`src/rtl/mux_scan_sequencer_if.sv`:
```
// Purpose : bundles the start/data request, the mux-facing D/S/out lines and the scan results.
// Latency : none, wiring only.
// Backpres: none; start is a level request that the sequencer samples only while idle.
//
// Ports (master = sequencer side, slave = requester plus the mux under test):
//   start, data_in          request and word to scan
//   D0..D7, S0..S2          data and select lines towards the 8:1 mux
//   mux_out                 combinational return from the mux
//   ser_out, ser_valid      serial sample stream, one pulse per select value
//   captured, busy, done    reassembled word and scan status
//   err                     compare result, held until the next accepted start
interface mux_scan_if;
    logic       start;
    logic [7:0] data_in;
    logic       D0, D1, D2, D3, D4, D5, D6, D7;
    logic       S0, S1, S2;
    logic       mux_out;
    logic       ser_out;
    logic       ser_valid;
    logic [7:0] captured;
    logic       busy;
    logic       done;
    logic       err;

    modport master (
        input  start, data_in, mux_out,
        output D0, D1, D2, D3, D4, D5, D6, D7,
        output S0, S1, S2,
        output ser_out, ser_valid, captured, busy, done, err
    );

    modport slave (
        output start, data_in, mux_out,
        input  D0, D1, D2, D3, D4, D5, D6, D7,
        input  S0, S1, S2,
        input  ser_out, ser_valid, captured, busy, done, err
    );
endinterface

```
`src/rtl/mux_scan_sequencer.sv`:
```
// Purpose : drives a latched word into an 8:1 mux, walks the selects 0..7, captures and compares the output.
// Latency : start accepted at edge 0, samples at edges DIV..8*DIV, done high the cycle after edge 8*DIV.
// Backpres: start is ignored while busy (STEP/DONE) and on the first edge after reset release.
//
// Ports:
//   clk      rising-edge clock
//   rst_n    asynchronous active-low reset
//   bus      mux_scan_if.master: start/data_in in, D0..D7/S0..S2 out, mux_out in,
//            ser_out/ser_valid/captured/busy/done/err out
module mux_scan_sequencer #(
    parameter int unsigned DIV   = 1,   // cycles per select step, 0 behaves as 1
    parameter int unsigned DIV_W = 4    // width of the step divider
) (
    input  logic           clk,
    input  logic           rst_n,
    mux_scan_if.master     bus
);

    localparam int unsigned      DIV_EFF  = (DIV == 0) ? 1 : DIV;
    localparam logic [DIV_W-1:0] DIV_LAST = DIV_W'(DIV_EFF - 1);

    typedef enum logic [1:0] {
        IDLE = 2'd0,
        STEP = 2'd1,
        DONE = 2'd2
    } state_t;

    state_t           state_q;
    state_t           state_d;

    // Stays low for the first edge after reset release so a start that is
    // already high when reset lifts is not taken on that same edge.
    logic             armed_q;

    logic [7:0]       d_reg;
    logic [2:0]       sel_q;
    logic [DIV_W-1:0] div_q;
    logic [7:0]       captured_q;
    logic             ser_out_q;
    logic             ser_valid_q;
    logic             err_q;

    logic             accept;
    logic             sample;
    logic             last_sample;
    logic             busy;
    logic             done;
    logic [7:0]       cap_next;

    //------------------------------------------------------------------
    // State register
    //------------------------------------------------------------------
    always_ff @(posedge clk or negedge rst_n) begin
        if (!rst_n) begin
            state_q <= IDLE;
        end else begin
            state_q <= state_d;
        end
    end

    //------------------------------------------------------------------
    // Next state and control strobes
    //------------------------------------------------------------------
    always_comb begin
        state_d     = state_q;
        accept      = 1'b0;
        sample      = 1'b0;
        last_sample = 1'b0;
        busy        = 1'b0;
        done        = 1'b0;

        // Captured word including the bit being sampled this cycle, so the
        // final compare sees the sel=7 sample taken on the DONE entry edge.
        cap_next        = captured_q;
        cap_next[sel_q] = bus.mux_out;

        case (state_q)
            IDLE: begin
                if (bus.start && armed_q) begin
                    accept  = 1'b1;
                    state_d = STEP;
                end
            end
            STEP: begin
                busy = 1'b1;
                if (div_q == DIV_LAST) begin
                    sample = 1'b1;
                    if (sel_q == 3'd7) begin
                        last_sample = 1'b1;
                        state_d     = DONE;
                    end
                end
            end
            DONE: begin
                busy    = 1'b1;
                done    = 1'b1;
                state_d = IDLE;
            end
            default: begin
                state_d = IDLE;
            end
        endcase
    end

    //------------------------------------------------------------------
    // Datapath: latched word, select walk, divider, capture and compare
    //------------------------------------------------------------------
    always_ff @(posedge clk or negedge rst_n) begin
        if (!rst_n) begin
            armed_q     <= 1'b0;
            d_reg       <= 8'h00;
            sel_q       <= 3'd0;
            div_q       <= '0;
            captured_q  <= 8'h00;
            ser_out_q   <= 1'b0;
            ser_valid_q <= 1'b0;
            err_q       <= 1'b0;
        end else begin
            armed_q     <= 1'b1;
            ser_valid_q <= 1'b0;

            if (accept) begin
                d_reg      <= bus.data_in;
                sel_q      <= 3'd0;
                div_q      <= '0;
                captured_q <= 8'h00;
                err_q      <= 1'b0;
            end else if (state_q == STEP) begin
                if (sample) begin
                    captured_q  <= cap_next;
                    ser_out_q   <= bus.mux_out;
                    ser_valid_q <= 1'b1;
                    div_q       <= '0;
                    if (last_sample) begin
                        // sel stays at 7 until the next accepted start
                        err_q <= (cap_next != d_reg);
                    end else begin
                        sel_q <= sel_q + 3'd1;
                    end
                end else begin
                    div_q <= div_q + 1'b1;
                end
            end
        end
    end

    //------------------------------------------------------------------
    // Outputs
    //------------------------------------------------------------------
    assign bus.D0 = d_reg[0];
    assign bus.D1 = d_reg[1];
    assign bus.D2 = d_reg[2];
    assign bus.D3 = d_reg[3];
    assign bus.D4 = d_reg[4];
    assign bus.D5 = d_reg[5];
    assign bus.D6 = d_reg[6];
    assign bus.D7 = d_reg[7];

    assign bus.S0 = sel_q[0];
    assign bus.S1 = sel_q[1];
    assign bus.S2 = sel_q[2];

    assign bus.ser_out   = ser_out_q;
    assign bus.ser_valid = ser_valid_q;
    assign bus.captured  = captured_q;
    assign bus.busy      = busy;
    assign bus.done      = done;
    assign bus.err       = err_q;

endmodule

```
`src/flat_wrapper.sv`:
```
// flat-port wrapper written by rule: the top's interface ports become plain ports
module mux_scan_sequencer_flat 
#(
    parameter int unsigned DIV   = 1,                                            
    parameter int unsigned DIV_W = 4                                
)
  (clk, rst_n, bus_start, bus_data_in, bus_mux_out, bus_D0, bus_D1, bus_D2, bus_D3, bus_D4, bus_D5, bus_D6, bus_D7, bus_S0, bus_S1, bus_S2, bus_ser_out, bus_ser_valid, bus_captured, bus_busy, bus_done, bus_err);
  mux_scan_if bus_i ();
  input  logic clk;
  input  logic rst_n;
  input wire logic [$bits(bus_i.start)-1:0] bus_start;
  input wire logic [$bits(bus_i.data_in)-1:0] bus_data_in;
  input wire logic [$bits(bus_i.mux_out)-1:0] bus_mux_out;
  output wire logic [$bits(bus_i.D0)-1:0] bus_D0;
  output wire logic [$bits(bus_i.D1)-1:0] bus_D1;
  output wire logic [$bits(bus_i.D2)-1:0] bus_D2;
  output wire logic [$bits(bus_i.D3)-1:0] bus_D3;
  output wire logic [$bits(bus_i.D4)-1:0] bus_D4;
  output wire logic [$bits(bus_i.D5)-1:0] bus_D5;
  output wire logic [$bits(bus_i.D6)-1:0] bus_D6;
  output wire logic [$bits(bus_i.D7)-1:0] bus_D7;
  output wire logic [$bits(bus_i.S0)-1:0] bus_S0;
  output wire logic [$bits(bus_i.S1)-1:0] bus_S1;
  output wire logic [$bits(bus_i.S2)-1:0] bus_S2;
  output wire logic [$bits(bus_i.ser_out)-1:0] bus_ser_out;
  output wire logic [$bits(bus_i.ser_valid)-1:0] bus_ser_valid;
  output wire logic [$bits(bus_i.captured)-1:0] bus_captured;
  output wire logic [$bits(bus_i.busy)-1:0] bus_busy;
  output wire logic [$bits(bus_i.done)-1:0] bus_done;
  output wire logic [$bits(bus_i.err)-1:0] bus_err;
  assign bus_i.start = bus_start;
  assign bus_i.data_in = bus_data_in;
  assign bus_i.mux_out = bus_mux_out;
  assign bus_D0 = bus_i.D0;
  assign bus_D1 = bus_i.D1;
  assign bus_D2 = bus_i.D2;
  assign bus_D3 = bus_i.D3;
  assign bus_D4 = bus_i.D4;
  assign bus_D5 = bus_i.D5;
  assign bus_D6 = bus_i.D6;
  assign bus_D7 = bus_i.D7;
  assign bus_S0 = bus_i.S0;
  assign bus_S1 = bus_i.S1;
  assign bus_S2 = bus_i.S2;
  assign bus_ser_out = bus_i.ser_out;
  assign bus_ser_valid = bus_i.ser_valid;
  assign bus_captured = bus_i.captured;
  assign bus_busy = bus_i.busy;
  assign bus_done = bus_i.done;
  assign bus_err = bus_i.err;
  mux_scan_sequencer #(.DIV(DIV), .DIV_W(DIV_W)) u_core (.clk(clk), .rst_n(rst_n), .bus(bus_i));
endmodule
```
`config.mk`:
```
export PLATFORM = sky130hd
export DESIGN_NAME = mux_scan_sequencer_flat
export DESIGN_NICKNAME = d
export VERILOG_FILES = /design/src/rtl/mux_scan_sequencer_if.sv /design/src/rtl/mux_scan_sequencer.sv /design/src/flat_wrapper.sv
export SDC_FILE = /design/constraint.sdc
export NUM_CORES = 1
export LEC_CHECK = 0
export ABC_AREA = 1
export CORE_MARGIN = 8
export CORE_UTILIZATION = 50
export CTS_CLUSTER_SIZE = 12
export DETAILED_ROUTE_END_ITERATION = 16
export HOLD_SLACK_MARGIN = 0.06
export PLACE_DENSITY = 0.83
export SLEW_MARGIN = 20
export SYNTH_ARGS = -nofsm -noshare
export SYNTH_HDL_FRONTEND = slang
export SYNTH_SLANG_ARGS = --single-unit
export TNS_END_PERCENT = 5
```
`constraint.sdc`:
```
create_clock -name clk -period 1.65 [get_ports clk]
set_input_delay 0.165 -clock clk [delete_from_list [all_inputs] [get_ports clk]]
set_output_delay 0.165 -clock clk [all_outputs]
set_load 0.05 [all_outputs]
```
Word-level counts from Yosys, hierarchy flattened

Cells that the tools add are included.
W data, S select, Z words.

Bits in registers: 29
Input port bits: 12
Output and inout bits: 24
Logic and storage cells: 68

$add $sub $neg: 2
Order comparisons: 2
Equality and inequality tests: 8
Multiplexer cells: 33
Bitwise operators: 1
Reduce and logical (&&, ||, !) cells: 13

Operators with widths:

| operator              | count |
|---|---|
| $mux W8               | 3 |
| $mux W1               | 17 |
| $mux W3               | 4 |
| $mux W4               | 3 |
| $reduce_and A3 Y1     | 4 |
| $bwmux W8             | 1 |
| $ne A2 B1 Y1 const B  | 4 |
| $ne A8 B8 Y1          | 1 |
| $mux W2               | 3 |
| $reduce_bool A2 Y1    | 3 |
| $add A4 B1 Y4 const B | 1 |
| $logic_not A4 Y1      | 1 |
| $lt A3 B4 Y1 const B  | 1 |
| $pmux W2 S2           | 1 |
| $add A3 B1 Y3 const B | 1 |
| $demux W1 S3          | 1 |
| $eq A3 B3 Y1 const B  | 1 |
| $ge A3 B1 Y1 const B  | 1 |
| $eq A2 B1 Y1 const B  | 1 |
| $eq A2 B2 Y1 const B  | 1 |
| $logic_and A1 B1 Y1   | 2 |
| $logic_not A2 Y1      | 1 |
| $reduce_and A2 Y1     | 1 |
| $reduce_or A2 Y1      | 1 |
| $not A1 Y1            | 1 |

Longest topological paths before layout

Gate-level depths: netlist (run 1).

Word-level depth: 10
Gate-level depth with buffers: 11
Depth with buffers taken out: 10

Least setup slack after synthesis (run 1)

Ideal clock, no wire load.

Path kind: reg-to-reg
Start point: reg u_core.sel_q[0]
End point: reg u_core.err_q (netlist: u_core.bus.err)
Arrival: 1.606 ns
Required time: 1.528 ns
Path slack: -0.077 ns
Stages on the path, launching flop included: 9
Buffers on the path: 0
Cells stage by stage: dfrtp_1 ha_1 ha_1 nand2_2 nor2_2 nand2_1 nand3b_1 nor2_1 nor2_1

Cells in the longest elaborated chain, start to end: 10

RTL lines:

| element                                                                   | line                      | text |
|---|---|---|
| from (decl)                                                               | mux_scan_sequencer.sv:36  | `logic [2:0] sel_q;` |
| from (signal assigned)                                                    | mux_scan_sequencer.sv:138 | `sel_q <= sel_q + 3'd1;` |
| $lt A3 B4 Y1 (not written as such) / $ge A3 B1 Y1 (equally long branches) | mux_scan_sequencer.sv:75  | `cap_next[sel_q] = bus.mux_out;` |
| $logic_and A1 B1 Y1 (not written as such)                                 | mux_scan_sequencer.sv:75  |  |
| $mux W1 (not written as such)                                             | mux_scan_sequencer.sv:75  |  |
| $demux W1 S3                                                              | n/a                       |  |
| $bwmux W8                                                                 | mux_scan_sequencer.sv:75  |  |
| $ne A8 B8 Y1                                                              | mux_scan_sequencer.sv:136 | `err_q <= (cap_next != d_reg);` |
| $mux W1                                                                   | mux_scan_sequencer.sv:134 | `if (last_sample) begin` |
| $mux W1                                                                   | mux_scan_sequencer.sv:129 | `if (sample) begin` |
| $mux W1                                                                   | mux_scan_sequencer.sv:128 | `end else if (state_q == STEP) begin` |
| $mux W1                                                                   | mux_scan_sequencer.sv:122 | `if (accept) begin` |
| to (signal assigned)                                                      | mux_scan_sequencer.sv:136 |  |
| to (decl)                                                                 | mux_scan_sequencer.sv:41  | `logic err_q;` |

Parallel ways exist; a longest one is shown, timed or not. The select of a mux whose other input is x is not followed.
A chain may end at the register's enable or synchronous reset.

Worst setup path after layout (run 1)

Start point: reg u_core.div_q[0]
End point: reg u_core.err_q (netlist: u_core.bus.err)

Cells in the longest elaborated chain, start to end: 5

RTL lines:

| element                         | line                      | text |
|---|---|---|
| from (decl)                     | mux_scan_sequencer.sv:37  | `logic [DIV_W-1:0] div_q;` |
| from (signal assigned)          | mux_scan_sequencer.sv:141 | `div_q <= div_q + 1'b1;` |
| $logic_not A4 Y1 (*)            | mux_scan_sequencer.sv:86  | `if (div_q == DIV_LAST) begin` |
| $mux W1                         | mux_scan_sequencer.sv:86  |  |
| $mux W1                         | mux_scan_sequencer.sv:77  | `case (state_q)` |
| $reduce_bool A2 Y1 (no line)    | n/a                       |  |
| $reduce_and A3 Y1 (no line) (*) | n/a                       |  |

Every way passes the cells marked *; elsewhere a longest branch is shown, timed or not.

==> results of run 1 <==
## cell families after synthesis
family | Yosys count
compound gates | 33
xor+xnor | 1
fa+ha+maj | 8
buf+inv | 35
flops | 29
other cells | 1
simple gates | 96
## synth_stat cells (all sizes together)
cell type	instances
nand2	50
inv	30
dfrtp	29
nand3	23
o21ai	19
nor2	14
ha	8
nand4	7
buf	4
a211oi	3
a21oi	3
o22ai	3
a22o	2
a31oi	1
clkbuf	1
conb	1
nand3b	1
nor3b	1
o211ai	1
o31ai	1
xor2	1
## worst max-delay path by stage
stage / slack, ns / start / end / depth (start not counted)
CTS: 0.07 / u_core.div_q[0] / u_core.bus.err / 9
finish: 0.09 / u_core.div_q[0] / u_core.bus.err / 9
global route: -0.01 / u_core.div_q[0] / u_core.bus.err / 9
global placement: 0.03 / bus_mux_out / u_core.bus.err / 10
detailed placement: 0.03 / bus_mux_out / u_core.bus.err / 10
floorplan: 0.04 / u_core.sel_q[2] / u_core.bus.err / 7
## power breakdown
part	internal, uW	switching, uW	total [uW]
logic	1050	1870	2910
clock network	247	257	504
registers	980	257	1240
total	2270	2380	4650
## layout make-up
class | count | area (sq um) | share of cell area [%]
inverters | 30 | 115 | 5.18
repair buffers | 48 | 425 | 19.1
clock buffers | 7 | 65.1 | 2.93
well taps | 46 | 57.6 | 2.59
clock inverters | 1 | 5.00 | 0.225
flip-flops and latches | 29 | 729 | 32.8
multi-input cells | 139 | 826 | 37.1
## what timing repair did
item | 4_1_cts | 5_1_grt
setup endpoints to repair | 0 | 3
gates resized for setup | 0 | 7
buffers inserted | 0 | 4
hold buffers | 0 | 0
## per-stage QoR
stage | utilization [%] | worst slack (ns) | TNS, ns
2_1_floorplan | - | 0.0390 | 0
5_1_grt | 67.7 | -0.0115 | -0.0115
3_5_place_dp | 64.0 | 0.0307 | 0
3_3_place_gp | 64.0 | 0.0308 | 0
4_1_cts | 66.1 | 0.0652 | 0
6_report | 67.7 | 0.0861 | 0
## metal layers
layer / vias up / routed length (um) / track usage (%) / part of all wire, %
met5: - / 0 / 0 / 0
met4: 0 / 82 / 9.98 / 2.1
met3: 7 / 269 / 3.77 / 6.8
met2: 41 / 1880 / 25.3 / 48
met1: 711 / 1720 / 19.5 / 43
li1: 770 / - / - / -
==> flow_summary.ini, run 1 <==
[outcome]
status = complete, no violations

[min_path]
hold_class = in -> async

[floorplanning]
io_pins = 36
die_w_um = 74.2
initial_core_util_pct = 51.5
std_cell_rows = 21
dieArea_sq_um = 5500
coreArea_sq_um = 3280
fp.dieH_um = 74.2

[critical_path]
start_kind = register
required_ns = 1.88
cp_top_family = simple AND/OR/NAND/NOR gates
cp.arrival_ns = 1.80
rrSetupSlack_ns = 0.09
slowest_delay_ns = 0.41
timing.rr.start = u_core.div_q[0]
slowest_stage = dfrtp_1
worst-path-buf-inv = 1
cp_cell_sequence = inv_2, ha_4, nor3b_4, nand2_2, nor2_4, nand2_1, nand3b_1, nor2_1, nor2_1
r2r-end = u_core.bus.err
end_kind = register
cp_common_cell = nor2_1
worstPathMaxFanout = 3
reg2regPathDepth = 9
worstSetupPathType = reg -> reg

[routing]
wl_mm = 3.95
vias = 1529
remaining_drc_errors = 0
wl_per_cell_um = 13.2
drtIter0Drc = 78
antenna_left = 0
drtPass1Iterations = 4
vias_per_cell = 5.10

[timing]
clock_skew_ns = 0.0109
slew_viol_final = 0
clock.fmax_ghz = 0.639
layout_min_cycle_time_ns = 1.56
setup_viol_count_final = 0
post-route-period-util_pct = 94.8
finalHoldViolations = 0
holdWs_ns = 0.201

[global_route]
grt_max_degree = 30
grt_pass1_vias = 1475
antenna_found_initial = 0
grt_use_total_pct = 16.1
grt-ovfl-total = 0
grt_pass1_wl_mm = 6.78

[clock_network]
htreeDepth = 2
cts_made_buffers = 5
cts_tree = built
path_clk_slew_ns = 0.10
root_buffer = clkbuf_4
worstSkewPairLatency_ns = 0.34
cts_sinks = 29
cts_buffer_depth = 2

[cells_and_area]
layout_common_cells = nand2_1, buf_4, dfrtp_1, inv_1, nand3_1
final_area_sq_um = 2220
fin_nets = 273
fillCellCount = 288
final_common_cell = nand2_1
n_antenna_cell = 0
drive_above_1_share_pct = 29.1
syn_to_final_growth_pct = 31.3
fin_cells = 300

[power_and_ir_drop]
vdd_drop_max_mv = 1.03
leakagePower_uw = 0.00108
total_power_uw = 4650
power_density_nw_per_um2 = 2090

[logic_synthesis]
synthTopCellsByArea = dfrtp_1, nand2_1, ha_1
synthesis.nets = 223
synthXorXnorAreaFrac_pct = 0.517
syn_area_sq_um = 1690
yosysWarnings = 0
synthSimpleGateAreaFrac_pct = 29.3
syn_inst = 203
synth_top_cell_by_area = dfrtp_1
synth-seq-cells = 29
synth_top_family_by_area = simple AND/OR/NAND/NOR gates
synthAdderAreaFrac_pct = 5.91
synth_top_cell_area_share_pct = 42.9
yosysSeqAreaShare_pct = 42.9
synth-compound-area-share_pct = 11.7
avgSynthCellArea_sq_um = 8.34
synth_cell_type_count = 32
synth_mux_area_share_pct = 0

[placed_design]
place_area_sq_um = 2100
dp_cells = 288
portBuffers = 35
routabilityCongestion = 0.908
dpl.hpwl_mm = 3.00

[run]
drv_cap = 0
Power figures use the tool's default switching activity.
==> inputs of run 2 (changes only) <==
--- a/config.mk
+++ b/config.mk
@@ -12,6 +12,7 @@
 export DETAILED_ROUTE_END_ITERATION = 16
 export HOLD_SLACK_MARGIN = 0.06
 export PLACE_DENSITY = 0.83
+export SKIP_LAST_GASP = 1
 export SLEW_MARGIN = 20
 export SYNTH_ARGS = -nofsm -noshare
 export SYNTH_HDL_FRONTEND = slang
==> results of run 2 <==
The final DEF is identical to that of run 1; final timing and power are the same.
